===== config.mk =====
export PLATFORM = sky130hd
export DESIGN_NAME = dmem_port_flat
export DESIGN_NICKNAME = d
export VERILOG_FILES = /design/src/rtl/dmem_port_if.sv /design/src/rtl/dmem_port.sv /design/src/flat_wrapper.sv
export SDC_FILE = /design/constraint.sdc
export NUM_CORES = 1
export LEC_CHECK = 0
export BUFFER_PORTS_ARGS = -buffer_cell sky130_fd_sc_hd__buf_4
export CAP_MARGIN = 5
export CORE_ASPECT_RATIO = 1.75
export CORE_MARGIN = 2
export CORE_UTILIZATION = 50
export CTS_BUF_LIST = sky130_fd_sc_hd__clkbuf_16
export DETAILED_ROUTE_END_ITERATION = 6
export GPL_ROUTABILITY_DRIVEN = 0
export GPL_TIMING_DRIVEN = 0
export PLACE_DENSITY = 0.78
export SYNTH_ARGS = -nofsm -noshare
export SYNTH_HDL_FRONTEND = slang
export SYNTH_SLANG_ARGS = --single-unit

===== constraint.sdc =====
create_clock -name clk -period 5.8 [get_ports clk]
set_input_delay 0.58 -clock clk [delete_from_list [all_inputs] [get_ports clk]]
set_output_delay 0.58 -clock clk [all_outputs]
set_load 0.03 [all_outputs]

===== src/rtl/dmem_port_if.sv =====
// ----------------------------------------------------------------------------
// dmem_port_if
// Data-cache handshake bundle between the MEM-stage responder and the cache.
//   dmem_read        : read strobe, held until dmem_resp
//   dmem_write       : write strobe, held until dmem_resp
//   dmem_byte_enable : active byte lanes of the word
//   dmem_address     : word-aligned byte address
//   dmem_wdata       : lane-shifted store data
//   dmem_resp        : single-cycle completion pulse from the cache
//   dmem_rdata       : read word, valid with dmem_resp
// master = pipeline-side responder, slave = data cache.
// ----------------------------------------------------------------------------
interface dmem_port_if;
    logic        dmem_read;
    logic        dmem_write;
    logic [3:0]  dmem_byte_enable;
    logic [31:0] dmem_address;
    logic [31:0] dmem_wdata;
    logic        dmem_resp;
    logic [31:0] dmem_rdata;

    modport master (
        output dmem_read,
        output dmem_write,
        output dmem_byte_enable,
        output dmem_address,
        output dmem_wdata,
        input  dmem_resp,
        input  dmem_rdata
    );

    modport slave (
        input  dmem_read,
        input  dmem_write,
        input  dmem_byte_enable,
        input  dmem_address,
        input  dmem_wdata,
        output dmem_resp,
        output dmem_rdata
    );
endinterface


===== src/rtl/dmem_port.sv =====
// ----------------------------------------------------------------------------
// dmem_port
// Turns a single-cycle MEM-stage load/store request into a held read/write
// handshake with the data cache and stalls the pipeline until the cache
// answers. Does store lane alignment, load extraction with sign/zero
// extension, and suppresses misaligned accesses.
// Ports:
//   clk, rst          : clock, asynchronous active-high reset
//   mem_read_i        : load request
//   mem_write_i       : store request (wins over mem_read_i)
//   funct3_i          : access width / extension
//   addr_i, wdata_i   : byte address, LSB-justified store data
//   stall_o           : hold pipeline (combinational)
//   load_data_o       : extended load result, valid in DONE
//   misaligned_o      : one-cycle pulse in DONE for a suppressed access
//   stall_count_o     : saturating count of stalled cycles
//   dmem              : cache handshake (master side)
// ----------------------------------------------------------------------------
module dmem_port #(
    parameter bit          CHECK_ALIGN = 1'b1,
    parameter int unsigned CNT_WIDTH   = 32
) (
    input  logic                 clk,
    input  logic                 rst,
    input  logic                 mem_read_i,
    input  logic                 mem_write_i,
    input  logic [2:0]           funct3_i,
    input  logic [31:0]          addr_i,
    input  logic [31:0]          wdata_i,
    output logic                 stall_o,
    output logic [31:0]          load_data_o,
    output logic                 misaligned_o,
    output logic [CNT_WIDTH-1:0] stall_count_o,
    dmem_port_if.master          dmem
);

    typedef enum logic [1:0] {
        IDLE = 2'b00,
        BUSY = 2'b01,
        DONE = 2'b10
    } state_t;

    // Width classes: 000/100 byte, 001/101 half, everything else word.
    function automatic logic misaligned_f(input logic [2:0] f3, input logic [1:0] off);
        case (f3)
            3'b000, 3'b100: return 1'b0;
            3'b001, 3'b101: return off[0];
            default:        return (off != 2'b00);
        endcase
    endfunction

    function automatic logic [3:0] store_be_f(input logic [2:0] f3, input logic [1:0] off);
        case (f3)
            3'b000, 3'b100: return 4'b0001 << off;
            3'b001, 3'b101: return off[1] ? 4'b1100 : 4'b0011;
            default:        return 4'b1111;
        endcase
    endfunction

    function automatic logic [31:0] store_data_f(input logic [2:0] f3, input logic [1:0] off,
                                                 input logic [31:0] wd);
        case (f3)
            3'b000, 3'b100: return {24'h000000, wd[7:0]} << {off, 3'b000};
            3'b001, 3'b101: return off[1] ? {wd[15:0], 16'h0000} : {16'h0000, wd[15:0]};
            default:        return wd;
        endcase
    endfunction

    function automatic logic [31:0] load_f(input logic [2:0] f3, input logic [1:0] off,
                                           input logic [31:0] rd);
        logic [31:0] byte_sh;
        logic [15:0] half;
        byte_sh = rd >> {off, 3'b000};
        half    = off[1] ? rd[31:16] : rd[15:0];
        case (f3)
            3'b000:  return {{24{byte_sh[7]}}, byte_sh[7:0]};
            3'b100:  return {24'h000000, byte_sh[7:0]};
            3'b001:  return {{16{half[15]}}, half};
            3'b101:  return {16'h0000, half};
            default: return rd;
        endcase
    endfunction

    state_t                state_q, state_d;
    logic                  rd_q, rd_d;
    logic                  wr_q, wr_d;
    logic [3:0]            be_q, be_d;
    logic [31:0]           addr_q, addr_d;
    logic [31:0]           wdata_q, wdata_d;
    logic [2:0]            f3_q, f3_d;
    logic [1:0]            off_q, off_d;
    logic [31:0]           load_q, load_d;
    logic                  mis_q, mis_d;
    logic [CNT_WIDTH-1:0]  cnt_q, cnt_d;
    logic                  req_s;
    logic                  stall_s;
    logic                  misalign_s;

    // Next-state, handshake and result logic.
    always_comb begin
        req_s      = mem_read_i | mem_write_i;
        stall_s    = req_s & (state_q != DONE);
        misalign_s = CHECK_ALIGN & misaligned_f(funct3_i, addr_i[1:0]);
        state_d    = state_q;
        rd_d       = rd_q;
        wr_d       = wr_q;
        be_d       = be_q;
        addr_d     = addr_q;
        wdata_d    = wdata_q;
        f3_d       = f3_q;
        off_d      = off_q;
        load_d     = load_q;
        mis_d      = 1'b0;

        case (state_q)
            IDLE: begin
                if (req_s && misalign_s) begin
                    // Suppressed access: straight to DONE, no cache traffic.
                    state_d = DONE;
                    mis_d   = 1'b1;
                    load_d  = 32'h0000_0000;
                end else if (req_s) begin
                    state_d = BUSY;
                    wr_d    = mem_write_i;
                    rd_d    = ~mem_write_i;
                    be_d    = store_be_f(funct3_i, addr_i[1:0]);
                    addr_d  = {addr_i[31:2], 2'b00};
                    wdata_d = store_data_f(funct3_i, addr_i[1:0], wdata_i);
                    f3_d    = funct3_i;
                    off_d   = addr_i[1:0];
                end else begin
                    state_d = IDLE;
                end
            end
            BUSY: begin
                if (dmem.dmem_resp) begin
                    state_d = DONE;
                    rd_d    = 1'b0;
                    wr_d    = 1'b0;
                    if (rd_q) begin
                        load_d = load_f(f3_q, off_q, dmem.dmem_rdata);
                    end else begin
                        load_d = load_q;
                    end
                end else begin
                    state_d = BUSY;
                end
            end
            DONE: begin
                // A request visible here belongs to the retiring instruction.
                state_d = IDLE;
            end
            default: begin
                state_d = IDLE;
                rd_d    = 1'b0;
                wr_d    = 1'b0;
            end
        endcase

        if (stall_s && (cnt_q != {CNT_WIDTH{1'b1}})) begin
            cnt_d = cnt_q + {{(CNT_WIDTH-1){1'b0}}, 1'b1};
        end else begin
            cnt_d = cnt_q;
        end
    end

    // State and output registers; reset abandons any cache transaction.
    always_ff @(posedge clk or posedge rst) begin
        if (rst) begin
            state_q <= IDLE;
            rd_q    <= 1'b0;
            wr_q    <= 1'b0;
            be_q    <= 4'b0000;
            addr_q  <= 32'h0000_0000;
            wdata_q <= 32'h0000_0000;
            f3_q    <= 3'b000;
            off_q   <= 2'b00;
            load_q  <= 32'h0000_0000;
            mis_q   <= 1'b0;
            cnt_q   <= {CNT_WIDTH{1'b0}};
        end else begin
            state_q <= state_d;
            rd_q    <= rd_d;
            wr_q    <= wr_d;
            be_q    <= be_d;
            addr_q  <= addr_d;
            wdata_q <= wdata_d;
            f3_q    <= f3_d;
            off_q   <= off_d;
            load_q  <= load_d;
            mis_q   <= mis_d;
            cnt_q   <= cnt_d;
        end
    end

    assign stall_o               = stall_s;
    assign load_data_o           = load_q;
    assign misaligned_o          = mis_q;
    assign stall_count_o         = cnt_q;
    assign dmem.dmem_read        = rd_q;
    assign dmem.dmem_write       = wr_q;
    assign dmem.dmem_byte_enable = be_q;
    assign dmem.dmem_address     = addr_q;
    assign dmem.dmem_wdata       = wdata_q;

endmodule


===== src/flat_wrapper.sv =====
// flat-port wrapper written by rule: the top's interface ports become plain ports
module dmem_port_flat 
#(
    parameter bit          CHECK_ALIGN = 1'b1,
    parameter int unsigned CNT_WIDTH   = 32
)
  (clk, rst, mem_read_i, mem_write_i, funct3_i, addr_i, wdata_i, stall_o, load_data_o, misaligned_o, stall_count_o, dmem_dmem_read, dmem_dmem_write, dmem_dmem_byte_enable, dmem_dmem_address, dmem_dmem_wdata, dmem_dmem_resp, dmem_dmem_rdata);
  dmem_port_if dmem_i ();
  input  logic clk;
  input  logic rst;
  input  logic mem_read_i;
  input  logic mem_write_i;
  input  logic [2:0] funct3_i;
  input  logic [31:0] addr_i;
  input  logic [31:0] wdata_i;
  output logic stall_o;
  output logic [31:0] load_data_o;
  output logic misaligned_o;
  output logic [CNT_WIDTH-1:0] stall_count_o;
  output wire logic [$bits(dmem_i.dmem_read)-1:0] dmem_dmem_read;
  output wire logic [$bits(dmem_i.dmem_write)-1:0] dmem_dmem_write;
  output wire logic [$bits(dmem_i.dmem_byte_enable)-1:0] dmem_dmem_byte_enable;
  output wire logic [$bits(dmem_i.dmem_address)-1:0] dmem_dmem_address;
  output wire logic [$bits(dmem_i.dmem_wdata)-1:0] dmem_dmem_wdata;
  input wire logic [$bits(dmem_i.dmem_resp)-1:0] dmem_dmem_resp;
  input wire logic [$bits(dmem_i.dmem_rdata)-1:0] dmem_dmem_rdata;
  assign dmem_dmem_read = dmem_i.dmem_read;
  assign dmem_dmem_write = dmem_i.dmem_write;
  assign dmem_dmem_byte_enable = dmem_i.dmem_byte_enable;
  assign dmem_dmem_address = dmem_i.dmem_address;
  assign dmem_dmem_wdata = dmem_i.dmem_wdata;
  assign dmem_i.dmem_resp = dmem_dmem_resp;
  assign dmem_i.dmem_rdata = dmem_dmem_rdata;
  dmem_port #(.CHECK_ALIGN(CHECK_ALIGN), .CNT_WIDTH(CNT_WIDTH)) u_core (.clk(clk), .rst(rst), .mem_read_i(mem_read_i), .mem_write_i(mem_write_i), .funct3_i(funct3_i), .addr_i(addr_i), .wdata_i(wdata_i), .stall_o(stall_o), .load_data_o(load_data_o), .misaligned_o(misaligned_o), .stall_count_o(stall_count_o), .dmem(dmem_i));
endmodule

Word level (Yosys, flattened, before mapping) --
Cells that the tools add are included.
Cells by class: add/subtract/negate cells 1, bitwise operators 5, shifts and indexed selects 3, reductions and logical operators 12, equal/unequal tests 15, multiplexer cells 24
Operators by type and width (number):
- two-way mux 32 bit | 4
- one-hot mux 32 bit (2 select lines) | 2
- one-hot mux 32 bit (4 select lines) | 1
- adder 32 x 1 -> 32 bit, second input constant | 1
- inequality test 32 bit, second input constant | 1
- << shifter 8 x 5 -> 32 bit | 1
- right shift 32 x 5 -> 8 bit | 1
- two-way mux 16 bit | 1
- equality test 3 bit, second input constant | 4
- two-way mux 1 bit | 8
- one-hot mux 4 bit (2 select lines) | 1
- AND reduction 4 bit | 2
- equality test 3 x 1 -> 1 bit, second input constant | 2
- logical NOT 3 bit | 2
- inequality test 2 x 1 -> 1 bit, second input constant | 3
- inequality test 2 bit, second input constant | 3
- one-hot mux 1 bit (3 select lines) | 2
- two-way mux 2 bit | 2
- two-way mux 4 bit | 1
- one-hot mux 2 bit (2 select lines) | 1
- nonzero test 2 bit | 2
- OR reduction 2 bit | 2
- << shifter 1 x 2 -> 4 bit, first input constant | 1
- inverter 1 bit | 3
- other kinds (8) | 9
Storage, ports and cells: output and inout bits 136, input port bits 104, flip-flop bits (word level) 140

Logic depth before layout (Yosys ltp) --
Gate-level depths: netlist of run 1.
depth after elaboration 6, gate-level depth with buffers 9, depth with buffers taken out 6

Worst setup path after synthesis of run 1 --
No wires, ideal clock.
path kind flip-flop to flip-flop, from reg u_core.cnt_q[0], in the netlist u_core.stall_count_o[0], to reg u_core.cnt_q[26], in the netlist u_core.stall_count_o[26], stages on the path, launching flop included 7, library setup time 0.135 ns, path buffers 0, slack 3.685 ns, arrival 1.980 ns, cell sequence dfrtp_1 > ha_1 > nand4_1 > or2_2 > nor4_1 > nand4_1 > xnor2_1
Between the ends: cells in the longest elaborated chain, start to end 2, elaborated cells between the ends (all ways) 3, classes of those cells add/sub: 1; eq/ne: 1; reduce/logical: 1
Ends and longest elaborated chain:
- start, declared | line dmem_port.sv:94 | logic [CNT_WIDTH-1:0] cnt_q, cnt_d;
- start signal, assigned | line dmem_port.sv:180 | cnt_q <= {CNT_WIDTH{1'b0}};
- start signal, assigned | line dmem_port.sv:192 | cnt_q <= cnt_d;
- parallel branches: the longest is 2 deep, another holds adder 32 x 1 -> 32 bit
Parallel ways; which one is timed is not known. A chain may end at the register's enable or synchronous reset.

Final worst setup path of run 1 --
Same ends and word-level chain as after synthesis.

==> impl_metrics.ini, run 1 <==
[clock_tree]
ctsHoldBuffers = 0
cts_tree = built
cts.repair.resized = 0
root_buffer = clkbuf_16
htreeDepth = 4
cts_max_path_buffers = 2
cts_buffers = 17
post_cts_buffers = 0
insertion_delay_ps = 420
clk_pin_slew_ps = 60
cts_sinks = 140

[routing]
highest_layer = met4
wl_met1_mm = 7.02
wl_met3_mm = 1.22
wire_per_inst_um = 18.2
viasPerCell = 5.70
drtAntennaViolNets = 0
drc = 0
wl_mm = 20.2
drtIter0Drc = 300
wl_met2_mm = 10.9
firstDrtPassIters = 5
num_vias = 6350

[synth]
synth_cell_type_count = 60
synth_edf_count = 0
ys.flop_type = dfrtp_1
ys_ff_latch = 140
yosysSeqAreaShare_pct = 52.8
syn-cell-area_um2 = 6640
syn_avg_cell_area_um2 = 9.85
syn_inst = 674
async_flop_share_pct = 100
synth_warnings = 0

[pwr]
powerDensity_nw_per_um2 = 546
clock_power_share_pct = 21.8
seq_power_share_pct = 31.3
peakVddDrop_mv = 0.335
p_leak_uw = 0.00463
internal_power_uw = 2890
totalPowerFinal_uw = 5060
power.switching_uw = 2160
combinationalPowerShare_pct = 46.9
swShare_pct = 42.8

[timing]
fmax_mhz = 432
setup_tns_ps = 0
finalHoldViolations = 0
rsz0062_at_grt = false
tightest_slew_ps = 731
slew_headroom_pct = 50.8
report.final.slew_viol_count = 0
min_period_over_period_pct = 39.9
period_minus_slack_ps = 2320
final.setup_skew_ps = 6.94
setup_violations = 0

[floorplanning]
coreArea_um2 = 12900
chipWidth_um = 91.1
rows = 55
start_util_pct = 51.3
die_area_um2 = 14300
ios = 240
dieHeight_um = 156

[global_routing]
grt.overflow.total = 0
grt_pass1_vias = 6504
grt_max_degree = 89
grt.total_usage_pct = 28.3
grt_pass1_wl_mm = 31.7
antenna_found_initial = 0

[finish]
mostFrequentLayoutCell = buf_4
multi_input_area_um2 = 2840
fin_cells = 1114
areaGrowthSynthToFinish_pct = 39.4
final_cell_mix = 239 x buf_4, 140 x dfrtp_1, 136 x nand2_1, 77 x nor2_1, 27 x a221oi_1
n_fill_cell = 988
post-route-util_pct = 71.6
seqCellArea_um2 = 3500
fin_nets = 1036
n_antenna_cell = 0
drive_gt1_share_pct = 33.0

[critical_path]
crit_arrival_ps = 2610
end_kind = flop
critPathRequiredTime_ps = 6090
worstSetupPathType = flop to flop
critPathMaxFanout = 6
start_kind = flop

[place]
io_buffers = 236
dp_hpwl_mm = 15.3
dpl.cell_count = 1083

[job]
maxCapViolCount = 0

[run_status]
outcome = complete, no violations

[min_path]
min_path_type = input port to async pin
==> path summary, 6_finish.rpt <==
| path | from | endpoint | slack, ps | depth (start not counted) |
|---|---|---|---|---|
| min | rst | u_core.stall_count_o[9] | 210 | 2 |
| max reg2reg | u_core.stall_count_o[0] | u_core.stall_count_o[26] | 3480 | 6 |
| min reg2reg | u_core.dmem.dmem_address[11] | u_core.dmem.dmem_address[11] | 480 | 2 |
| min in group clk | funct3_i[2] | u_core.f3_q[2] | 350 | 3 |
| max | u_core.stall_count_o[0] | u_core.stall_count_o[26] | 3480 | 6 |
| max in group asynchronous | rst | u_core.dmem.dmem_write | 4820 | 3 |
==> final cells by class <==
type                    instances  share of cell area [%]
repair buffers                237                    19.4
flip-flops and latches        140                    37.8
multi-input cells             479                    30.7
plain buffers                  41                    2.62
well taps                     171                    2.31
inverters                      15                   0.662
clock buffers                  17                    4.59
clock inverters                14                    1.85
==> power by group through the flow <==
| stage | clock network [uW] | logic, uW | registers [uW] |
|---|---|---|---|
| detailed placement | 0 | 2370 | 1590 |
| CTS | 1110 | 2380 | 1580 |
| global placement | 0 | 2320 | 1570 |
| finish | 1100 | 2370 | 1580 |
| floorplan | 0 | 825 | 2220 |
| global route | 1160 | 2530 | 1620 |
==> synth_stat cells, drive strengths merged (5+ instances only) <==
library cell | number | area, um^2
and2 | 6 | 37.5
a21oi | 6 | 41.3
dfrtp | 140 | 3500
xnor2 | 17 | 149
buf | 21 | 168
o22ai | 8 | 50.1
a22oi | 8 | 60.1
o21ai | 23 | 115
nand2 | 136 | 510
nor3 | 11 | 55.1
xor2 | 12 | 105
nand2b | 19 | 119
inv | 15 | 56.3
or2 | 5 | 33.8
nor4 | 6 | 73.8
a31oi | 5 | 37.5
o41ai | 5 | 43.8
nand4 | 18 | 128
a22o | 27 | 249
nand3 | 17 | 85.1
nor2 | 78 | 295
a221oi | 27 | 236
clkbuf | 20 | 75.1
a21o | 5 | 37.5
and3 | 5 | 31.3
==> registers in the layout (all words and copies together), names as in the netlist <==
signal,flops
u_core.dmem.dmem_read,1
u_core.state_q,2
u_core.f3_q,3
u_core.dmem.dmem_address,30
u_core.dmem.dmem_byte_enable,4
u_core.load_data_o,32
u_core.off_q,2
u_core.stall_count_o,32
u_core.dmem.dmem_wdata,32
u_core.dmem.dmem_write,1
u_core.misaligned_o,1
==> metrics by stage <==
step	hold WS, ps	cell area, um^2	setup WS [ps]
after detailed placement	464	8660	3360
after floorplan	479	6640	1470
final	211	9260	3480
after global routing	246	9260	3360
after CTS	225	9260	3520
after global placement	461	8630	115
==> cell families (layout without fill, tap and decap cells) <==
group | count (synthesis) | count (layout) | synth area share, %
and+or+nand+nor | 311 | 311 | 21.7
DFF | 140 | 140 | 52.8
AOI/OAI and AO/OA | 128 | 128 | 15.0
buffers and inverters | 56 | 324 | 4.50
xor gates and xnor gates | 29 | 29 | 3.83
muxes | 8 | 8 | 1.92
adders and majority gates | 1 | 1 | 0.188
other | 1 | 2 | 0.0565
==> worst max-delay path: stages (launching register included) <==
cell and delay, ps:
dfrtp_1 440, ha_1 320, nand4_1 160, or2_2 320
nor4_1 570, nand4_1 220, xnor2_1 170
==> layer usage <==
metal  track usage (%)  vias to the layer above
li1                  -                     2884
met1              29.2                     3073
met2              51.2                      310
met3              5.97                       83
met4              18.1                        0
met5                 0                        -
No activity file was read; power rests on OpenSTA's default activity.
==> run 2: changes to the inputs <==
Clock period 5.8 ns to 2.2 ns, I/O delays scaled along.
==> run 2 against run 1 <==
Compared with the run above: clock skew increased by 6.5 ps; global-route usage increased by 1.2 points; sequential power increased to 2.6 times the previous value; largest cell class unchanged; sequential cell count unchanged; worst setup slack got worse by 3400 ps; die area unchanged; clock power increased by 140%; non-clock buffer count increased by 27; highest routed layer unchanged.
==> impl_metrics.ini, run 2 (synthesized netlist as in run 1, its figures left out) <==
[floorplanning]
dieHeight_um = 156
rows = 55
die_area_um2 = 14300
coreArea_um2 = 12900
ios = 240
start_util_pct = 51.3
chipWidth_um = 91.1

[pwr]
totalPowerFinal_uw = 13200
powerDensity_nw_per_um2 = 1390
p_leak_uw = 0.00475
peakVddDrop_mv = 0.903

[critical_path]
reg2regPathDepth = 4
crit_arrival_ps = 2380
reg2reg_from = u_core.stall_count_o[17]
start_kind = flop
critPathMaxFanout = 10
critPathRequiredTime_ps = 2490
critPathLaunch = u_core.stall_count_o[17]
r2r_slack_ps = 110
worstSetupPathType = flop to flop
endpoint = u_core.stall_count_o[1]
worstReg2RegEnd = u_core.stall_count_o[1]
end_kind = flop

[routing]
wire_per_inst_um = 18.3
drtAntennaViolNets = 0
firstDrtPassIters = 4
drc = 0
wl_mm = 20.9
viasPerCell = 5.70
drtIter0Drc = 279
num_vias = 6510

[place]
dp_hpwl_mm = 15.5
dpl_cell_area_um2 = 8690
io_buffers = 236

[clock_tree]
cts_sinks = 140
cts_buffers = 17
htreeDepth = 4
root_buffer = clkbuf_16
cts_max_path_buffers = 2
clk_pin_slew_ps = 70
cts_tree = built
post_cts_buffers = 0
insertion_delay_ps = 420

[min_path]
hold_depth = 3
min_path_type = input port to flop
hold_start = addr_i[2]

[finish]
n_antenna_cell = 0
drive_gt1_share_pct = 32.9
post-route-util_pct = 73.6
n_fill_cell = 961
final_cell_mix = 239 x buf_4, 140 x dfrtp_1, 136 x nand2_1, 77 x nor2_1
fin_nets = 1063
final_area_um2 = 9530
multi_input_area_um2 = 2870
seqCellArea_um2 = 3500
areaGrowthSynthToFinish_pct = 43.5
mostFrequentLayoutCell = buf_4

[timing]
setup_violations = 0
slew_headroom_pct = 51.2
fmax_mhz = 479
rsz0062_at_grt = false
setup_tns_ps = 0
period_minus_slack_ps = 2090
min_period_over_period_pct = 94.9
report.final.slew_viol_count = 0
tightest_slew_ps = 729
final.setup_skew_ps = 13.4
finalHoldViolations = 0

[job]
maxCapViolCount = 0

[global_routing]
grt.overflow.total = 0
grt.total_usage_pct = 29.4
grt_max_degree = 43
grt_pass1_wl_mm = 33.2
antenna_found_initial = 0
grt_pass1_vias = 6689

[run_status]
outcome = complete, no violations
[run 2: cell count changes in the layout (fill, tap and decap cells not counted), sizes merged]
cell,previous run,this run
dlygate4sd3,0,25
bufinv,3,0
inv,18,22
clkinvlp,2,3
buf,258,260
clkinv,6,5
[run 2: repair_timing]
action / in CTS / in global routing
resized for setup: 3 / 2
endpoints found under the hold margin: 53 / 1
setup endpoints to repair: 6 / 4
hold buffers: 24 / 1
[run 2: layout make-up]
class	instances	share of cell area, %
plain buffers	41	2.55
clock buffers	17	4.47
clock inverters	15	1.33
inverters	15	0.631
multi-input cells	479	30.1
flip-flops and latches	140	36.8
well taps	171	2.25
repair buffers	264	21.9
[run 2: worst min-delay path by stage]
stage | end | slack [ps]
floorplan | u_core.dmem.dmem_address[10] | 330
global placement | u_core.dmem.dmem_address[5] | 410
detailed placement | u_core.stall_count_o[14] | 370
CTS | u_core.dmem.dmem_address[25] | 0.1
global route | u_core.dmem.dmem_address[2] | 10
finish | u_core.dmem.dmem_address[2] | 8
[run 2: metrics by stage]
step           std cells  worst slack [ps]  hold slack, ps
2_1_floorplan        675              85.4             325
3_3_place_gp        1082              -565             410
3_5_place_dp        1085              -200             366
4_1_cts             1141              6.81           0.106
5_1_grt             1142              45.0            13.1
6_report            1142               113            7.89
[run 2: critical path: stages, from the launching register on]
cell and delay [ps]:
dfrtp_1 480, nand4_1 210, nor4_4 530, a31oi_2 370
mux2_2 370
[run 2: where the power goes]
part | total, uW | switching [uW] | internal [uW] | leakage [uW]
clock | 2690 | 1210 | 1480 | 0.000269
combinational | 6350 | 3990 | 2370 | 0.00268
sequential | 4170 | 651 | 3520 | 0.00180
[run 2: per-layer routing]
layer | vias to the layer above | part of all wire, % | GRT usage [%]
li1 | 2945 | - | -
met1 | 3134 | 35 | 31.0
met2 | 350 | 54 | 53.8
met3 | 81 | 6.6 | 6.69
met4 | 0 | 4.9 | 15.8
met5 | - | 0 | 0
